### config.mk
export PLATFORM = sky130hd
export DESIGN_NAME = mem_arbiter
export DESIGN_NICKNAME = d
export VERILOG_FILES = /design/src/rtl/mem_arbiter.sv
export SDC_FILE = /design/constraint.sdc
export NUM_CORES = 1
export LEC_CHECK = 0
export CAP_MARGIN = 20
export CORE_ASPECT_RATIO = 0.8
export CORE_MARGIN = 2
export CORE_UTILIZATION = 30
export DETAILED_ROUTE_END_ITERATION = 10
export DONT_BUFFER_PORTS = 1
export GPL_TIMING_DRIVEN = 0
export SLEW_MARGIN = 20
export SYNTH_ARGS = -nofsm -noshare
export SYNTH_HDL_FRONTEND = slang
export SYNTH_SLANG_ARGS = --single-unit
### constraint.sdc
create_clock -name clk -period 2.5 [get_ports clk]
set_input_delay 0.5 -clock clk [delete_from_list [all_inputs] [get_ports clk]]
set_output_delay 0.5 -clock clk [all_outputs]
set_load 0.01 [all_outputs]
### src/rtl/mem_arbiter.sv
// Byte-serialising arbiter between instruction fetch and load/store for a single
// byte-wide RAM port. MEM has fixed priority; each grant runs IDLE -> BUSY -> DONE.
module mem_arbiter #(
    parameter int ADDR_WIDTH = 32
) (
    input  logic                  clk,
    input  logic                  rst,
    input  logic                  rdy,
    input  logic                  if_req,
    input  logic [ADDR_WIDTH-1:0] if_addr,
    output logic                  if_done,
    output logic [31:0]           if_data,
    input  logic                  mem_req,
    input  logic                  mem_we,
    input  logic [1:0]            mem_len,
    input  logic [ADDR_WIDTH-1:0] mem_addr,
    input  logic [31:0]           mem_wdata,
    output logic                  mem_done,
    output logic [31:0]           mem_rdata,
    output logic [ADDR_WIDTH-1:0] ram_a,
    output logic                  ram_wr,
    output logic [7:0]            ram_dout,
    input  logic [7:0]            ram_din,
    output logic                  if_busy,
    output logic                  mem_busy
);

    typedef enum logic [1:0] {IDLE, BUSY, DONE} state_e;

    typedef struct packed {
        logic                  owner_mem;
        logic                  we;
        logic [2:0]            n;
        logic [ADDR_WIDTH-1:0] addr;
        logic [3:0][7:0]       wdata;
    } xact_t;

    state_e                state_q, state_d;
    xact_t                 xact_q, xact_d;
    logic [2:0]            issued_q, issued_d;
    logic [2:0]            cap_q, cap_d;
    logic                  started_q, started_d;
    logic [ADDR_WIDTH-1:0] ram_a_q, ram_a_d;
    logic                  ram_wr_q, ram_wr_d;
    logic [7:0]            ram_dout_q, ram_dout_d;
    logic [3:0][7:0]       if_data_q, if_data_d;
    logic [3:0][7:0]       mem_rdata_q, mem_rdata_d;

    always_comb begin
        state_d     = state_q;
        xact_d      = xact_q;
        issued_d    = issued_q;
        cap_d       = cap_q;
        started_d   = started_q;
        ram_a_d     = ram_a_q;
        ram_wr_d    = ram_wr_q;
        ram_dout_d  = ram_dout_q;
        if_data_d   = if_data_q;
        mem_rdata_d = mem_rdata_q;

        if (rdy) begin
            case (state_q)
                IDLE: begin
                    ram_wr_d = 1'b0;
                    if (mem_req || if_req) begin
                        if (mem_req) begin
                            xact_d.owner_mem = 1'b1;
                            xact_d.we        = mem_we;
                            xact_d.addr      = mem_addr;
                            xact_d.wdata     = mem_wdata;
                            case (mem_len)
                                2'b00:   xact_d.n = 3'd1;
                                2'b01:   xact_d.n = 3'd2;
                                default: xact_d.n = 3'd4;
                            endcase
                            mem_rdata_d = '0;
                        end else begin
                            xact_d.owner_mem = 1'b0;
                            xact_d.we        = 1'b0;
                            xact_d.addr      = if_addr;
                            xact_d.wdata     = '0;
                            xact_d.n         = 3'd4;
                            if_data_d        = '0;
                        end
                        ram_a_d    = xact_d.addr;
                        ram_wr_d   = xact_d.we;
                        ram_dout_d = xact_d.wdata[0];
                        issued_d   = 3'd1;
                        cap_d      = 3'd0;
                        started_d  = 1'b0;
                        state_d    = BUSY;
                    end
                end
                BUSY: begin
                    started_d = 1'b1;
                    if (issued_q < xact_q.n) begin
                        ram_a_d    = xact_q.addr + ADDR_WIDTH'(issued_q);
                        ram_wr_d   = xact_q.we;
                        ram_dout_d = xact_q.wdata[issued_q[1:0]];
                        issued_d   = issued_q + 3'd1;
                    end else begin
                        ram_wr_d = 1'b0;
                    end
                    if (xact_q.we) begin
                        if (issued_q == xact_q.n)
                            state_d = DONE;
                    end else if (started_q) begin
                        // ram_din lags ram_a by one cycle, so capture starts on the second BUSY cycle
                        if (xact_q.owner_mem)
                            mem_rdata_d[cap_q[1:0]] = ram_din;
                        else
                            if_data_d[cap_q[1:0]] = ram_din;
                        cap_d = cap_q + 3'd1;
                        if (cap_q + 3'd1 == xact_q.n)
                            state_d = DONE;
                    end
                end
                DONE: begin
                    ram_wr_d = 1'b0;
                    state_d  = IDLE;
                end
                default: state_d = IDLE;
            endcase
        end
    end

    always_ff @(posedge clk or negedge rst) begin
        if (!rst) begin
            state_q     <= IDLE;
            xact_q      <= '0;
            issued_q    <= '0;
            cap_q       <= '0;
            started_q   <= 1'b0;
            ram_a_q     <= '0;
            ram_wr_q    <= 1'b0;
            ram_dout_q  <= '0;
            if_data_q   <= '0;
            mem_rdata_q <= '0;
        end else begin
            state_q     <= state_d;
            xact_q      <= xact_d;
            issued_q    <= issued_d;
            cap_q       <= cap_d;
            started_q   <= started_d;
            ram_a_q     <= ram_a_d;
            ram_wr_q    <= ram_wr_d;
            ram_dout_q  <= ram_dout_d;
            if_data_q   <= if_data_d;
            mem_rdata_q <= mem_rdata_d;
        end
    end

    assign if_done   = (state_q == DONE) && !xact_q.owner_mem;
    assign mem_done  = (state_q == DONE) &&  xact_q.owner_mem;
    assign if_data   = if_data_q;
    assign mem_rdata = mem_rdata_q;
    assign ram_a     = ram_a_q;
    assign ram_wr    = ram_wr_q;
    assign ram_dout  = ram_dout_q;
    assign if_busy   = if_req  & ~if_done;
    assign mem_busy  = mem_req & ~mem_done;

endmodule

==> Word level (Yosys, flattened, before mapping) <==
Index checks and enable logic that the tools add are counted.
{ "op_classes": {"n_eq_ne": 16, "mux": 44, "bitwise": 4, "n_reduce_logical": 17, "n_addsub": 3, "order_cmp": 4} }
{ "ops": {"columns": ["op", "n"], "rows": [
  ["$mux W32", 12],
  ["$pmux W32 S2", 3],
  ["$mux W69", 1],
  ["$bwmux W32", 2],
  ["$add A32 B3 Y32", 1],
  ["$mux W8", 4],
  ["$pmux W3 S2", 3],
  ["$bmux W8 S2", 1],
  ["$demux W8 S2", 1],
  ["$ne A2 B2 Y1 const B", 8],
  ["$pmux W8 S2", 1],
  ["$mux W3", 5],
  ["$reduce_and A7 Y1", 2],
  ["$mux W2", 5],
  ["$reduce_and A5 Y1", 2],
  ["$ne A3 B3 Y1 const B", 3],
  ["$add A3 B1 Y3 const B", 2],
  ["$eq A3 B3 Y1", 2],
  ["$lt A2 B3 Y1 const B", 2],
  ["$reduce_and A3 Y1", 2],
  ["$eq A2 B1 Y1 const B", 2],
  ["$logic_not A2 Y1", 2],
  ["$pmux W2 S2", 1],
  ["$reduce_and A4 Y1", 1],
  ["14 further kinds", 20]
]} }
{ "word_totals": {"regBits": 183, "in_bits": 112} }

==> Longest topological paths before layout <==
{ "logic_depth": {"ltp_word": 9, "ltp_mapped": 10} }

==> Worst setup path after synthesis <==
Ideal clock, no wire load.
{ "synth_path": {"kind": "reg-to-reg", "from": "register issued_q[0]", "to": "register ram_a_q[15], in the netlist ram_a[15]", "slack_ps": 241, "path_stages_with_launch": 11, "required_ps": 2360, "setup_ps": 140, "path_buffers": 3, "period_less_slack_ps": 2259, "arrival_time_ps": 2119, "cell_sequence": "dfrtp_1 > buf_1 > inv_1 > ha_1 > nand3b_1 > and2_1 > a21o_1 > buf_2 > buf_4 > mux2i_1 > a21oi_1"} }
{ "synth_via": {"elab_chain_cells": 3, "elab_cells_between_ends": 6, "classes_between": "add/sub (1); order compare (1); eq/ne (1); mux (2); reduce/logical (1)"} }
{ "synth_rtl": {"columns": ["item", "line_no", "rtl"], "rows": [
  ["start, declared", "40", "logic [2:0] issued_q, issued_d;"],
  ["start signal, assigned", "142", "issued_q <= issued_d;"],
  ["$add A32 B3 Y32 / $lt A3 B3 Y1 (equally long branches)", "97, 96", null],
  ["$mux W32 / $ne A2 B2 Y1 (equally long branches)", null, null],
  ["$pmux W32 S2 / $reduce_and A4 Y1 (equally long branches)", null, null],
  ["end signal, assigned", "145", "ram_a_q <= ram_a_d;"],
  ["end, declared", "43", "logic [ADDR_WIDTH-1:0] ram_a_q, ram_a_d;"]
]} }
Several ways; a longest one is shown, not always the timed one. The select of a mux whose other input is x is not followed.
A chain may end at the register's enable or synchronous reset.

==> Final worst setup path <==
{ "layout_path": {"from": "register issued_q[1]", "to": "register ram_a_q[31], in the netlist ram_a[31]"} }
The elaborated chain is that of the path after synthesis.

==> summary.txt <==
Routing
  – DR vias: 7091
  – Initial DRT Pass Iterations: 7
  – Starting DRT DRC Count: about 550
  – Detailed Route WL: 28.3 mm
  – Post-DRT Antenna Nets: 0
  – DR WL/cell: 20.9 um
  – DRC errors left: 0
  – Via-to-Cell Ratio: between 5 and 6

Worst setup path
  – Critical Path AT: ~2.7 ns
  – FF-to-FF Start: issued_q[1]
  – Crit Path Category: flop to flop
  – Worst endpoint required time: roughly 2.8 ns
  – Critical path peak fanout: 10
  – Startpoint Class: flop
  – R2R Path End: ram_a[31]
  – CP Capture Type: flop
  – Reg2Reg Depth: 7
  – R2R setup slack: about 0.12 ns

Synth
  – Top cell type by total area after synthesis: dfrtp_1
  – Post-Syn Nets: between 1k and 1.5k
  – Distinct cell type count after synthesis: a little over 50
  – Synth Flop Type: dfrtp_1
  – Syn avg cell area: ~10 sq um
  – Async SR Flop Fraction: between 90% and 100%
  – EDFF count, synth: 0
  – Netlist Area Pre-Place: about 0.0090 sq mm
  – Sequential area share after synthesis: approximately 51%
  – Syn Inst Count: a little over 900
  – Synth top area share: about half
  – #FFs+latches synth: about 180
  – Most frequent cell after synthesis: nand2_1
  – Yosys warns: 0
  – Synth area leaders: dfrtp_1, nand2_1, mux2i_1
  – Top post-synthesis cells by count: nand2_1, dfrtp_1, o211ai_1

Layout
  – Post-route cell area: around 0.010 sq mm
  – Footprint of the multi-input gates: 0.00415 sq mm
  – N_diodes: 0
  – Layout cell share with drive strength beyond 1: just over 10%
  – Register area: 0.00458 sq mm
  – Layout area overhead: 13.5%
  – Final net count: 1069
  – FILL cells: around 3.0k

Floorplan
  – Initial Util: 30.6%
  – Die height: 159 um
  – Core Rows: between 50 and 60
  – # IOs: 221
  – Die footprint: between 0.03 and 0.04 sq mm
  – Core area: 0.0295 sq mm
  – Die extent in x: between 150 and 200 um

Pwr
  – Overall power: 13.8 mW
  – Seq pwr share: about 44%
  – P per Cell Area: between 1000 and 1500 mW/mm^2
  – Clk pwr share: 19.2%
  – Switching Fraction: between 40 and 50%
  – Cell Int Power: 7.90 mW
  – Peak supply drop: 0.489 mV
  – Switching power: 5.87 mW
  – Leakage: 4.42 nW
  – Logic pwr share: about 37%

STA
  – Final setup violation count: 0
  – Final worst path period share: between 90% and 100%
  – Clk_skew: between 0.01 and 0.015 ns
  – Fmax: about 420 MHz
  – Slew Limit Fails: 0
  – Actual slew at the worst max-slew pin: about 0.96 ns
  – Post-layout minimum cycle time: approximately 2.4 ns
  – Hold WS: -0.246 ns
  – Setup WS post-layout: between 0.1 and 0.15 ns
  – Worst rel slew slack: 36.0%
  – Final Hold Viols: approximately 180

Place
  – GP Congestion: 0.836
  – Place WS: -0.645 ns
  – I/O Buffers: 0
  – HPWL Detailed: approximately 21 mm
  – Placed cell area: between 0.009 and 0.01 sq mm

Global routing
  – Largest net degree at the start of global routing: 184
  – Grt total ovfl: 0
  – Initial antenna violation count: 1
  – GRT Total Usage: a little under a fifth
  – First-pass GRT wire length: about 44 mm
  – Vias in the first global route: approximately 7k

CTS
  – TritonCTS Buffers: 17
  – Clock sink total: 183
  – Worst-path clk slew: around 0.08 ns
  – H-tree levels: 4
  – Root buffer cell: clkbuf_16
  – CTS tree: done
  – Clock Tree Buf Depth: 2
  – Clock latency on the worst-skew pair: between 0.4 and 0.5 ns

Run status
  – Status: finished, violations left
  – Failing checks: negative hold slack

Min path
  – HP Class: input port to async pin

Job
  – Max-cap violations: 0
-- worst max path at each step --
| stage | from | to | slack (ns) |
|---|---|---|---|
| global placement | issued_q[0] | ram_dout[6] | -0.61 |
| CTS | issued_q[1] | ram_a[31] | 0.008 |
| detailed placement | issued_q[0] | ram_dout[6] | -0.64 |
| finish | issued_q[1] | ram_a[31] | 0.12 |
| floorplan | issued_q[0] | ram_a[15] | 0.24 |
| global route | state_q[1] | ram_a[28] | -0.006 |
-- per-layer routing --
metal  global-route usage, %  share of wire (%)
met1                    26.2                 46
met2                    26.9                 45
met3                    5.42                8.0
met4                    4.17                1.2
met5                       0                  0
-- kinds of logic (layout without fill, tap and decap cells) --
family	after synthesis	count (layout)	synth area share, %
XOR/XNOR	31	31	3.00
buffers and inverters	76	114	3.97
AO/OA/AOI/OAI	227	227	16.8
flip-flops	183	183	50.7
adder cells (fa/ha/maj)	16	16	2.30
AND/OR/NAND/NOR	322	322	15.4
multiplexers	60	60	7.83
-- stage by stage --
| stage | utilization [%] | setup TNS, ns | std cells |
|---|---|---|---|
| floorplan | - | 0 | 915 |
| global placement | 32.4 | -20.24 | 1321 |
| detailed placement | 32.4 | -22.49 | 1321 |
| CTS | 34.5 | 0 | 1354 |
| global route | 34.8 | -0.00963 | 1359 |
| finish | 34.8 | 0 | 1359 |
-- area by class of cell --
| class | count | area share (%) |
|---|---|---|
| repair buffers | 7 | 0.634 |
| multi-input cells | 656 | 40.4 |
| flip-flops and latches | 183 | 44.6 |
| clock inverters | 12 | 1.13 |
| plain buffers | 63 | 3.50 |
| clock buffers | 19 | 4.22 |
| well taps | 406 | 4.95 |
| inverters | 13 | 0.476 |
-- repair_timing --
item                       4_1_cts  5_1_grt
setup buffers                    2        5
pin swaps                        1        4
cloned                           0        0
resized for setup               16       23
setup endpoints to repair       94       92
hold endpoints to repair       183      183
-- state kept, by name (all words and copies together), names as in the netlist --
register   count
ram_dout       8
cap_q          3
xact_q        69
ram_a         32
mem_rdata     32
state_q        2
issued_q       3
if_data       32
started_q      1
ram_wr         1
-- cell usage in the layout, fill, tap and decap left out, types with 4 or more instances in the layout --
master and instances:
inv_1 12, and3_1 8, buf_4 9, clkbuf_1 27, o211ai_1 52, mux2i_1 46, dfrtp_1 183, a21oi_1 33
nor2_1 42, o21ai_1 24, o31ai_1 5, xnor2_1 10, clkbuf_2 10, ha_1 14, and2_1 5, mux4_2 8
nand2_1 196, clkbuf_4 5, mux2_2 6, nand4_1 12, nand2b_1 6, o21ai_0 50, nand3_1 34, buf_6 8
buf_1 4, buf_2 7, xor2_1 21, a221oi_1 7, a22o_1 36, clkbuf_16 17
-- power groups by stage --
| stage | clock network [mW] | logic, mW | registers (mW) |
|---|---|---|---|
| after floorplan | 0 | 3.68 | 5.62 |
| after global placement | 0 | 4.67 | 6.14 |
| after detailed placement | 0 | 4.80 | 6.18 |
| after CTS | 2.73 | 4.92 | 6.13 |
| after global routing | 2.84 | 5.66 | 6.31 |
| final | 2.64 | 5.03 | 6.10 |
-- worst max-delay path: stages, from the launching register on --
cell	delay, ns
dfrtp_1	0.48
ha_1	0.35
a211oi_1	0.15
nor4_2	0.40
clkbuf_4	0.30
nand4_1	0.16
xor2_1	0.18
o31ai_1	0.27
No activity file was read; power rests on OpenSTA's default activity.
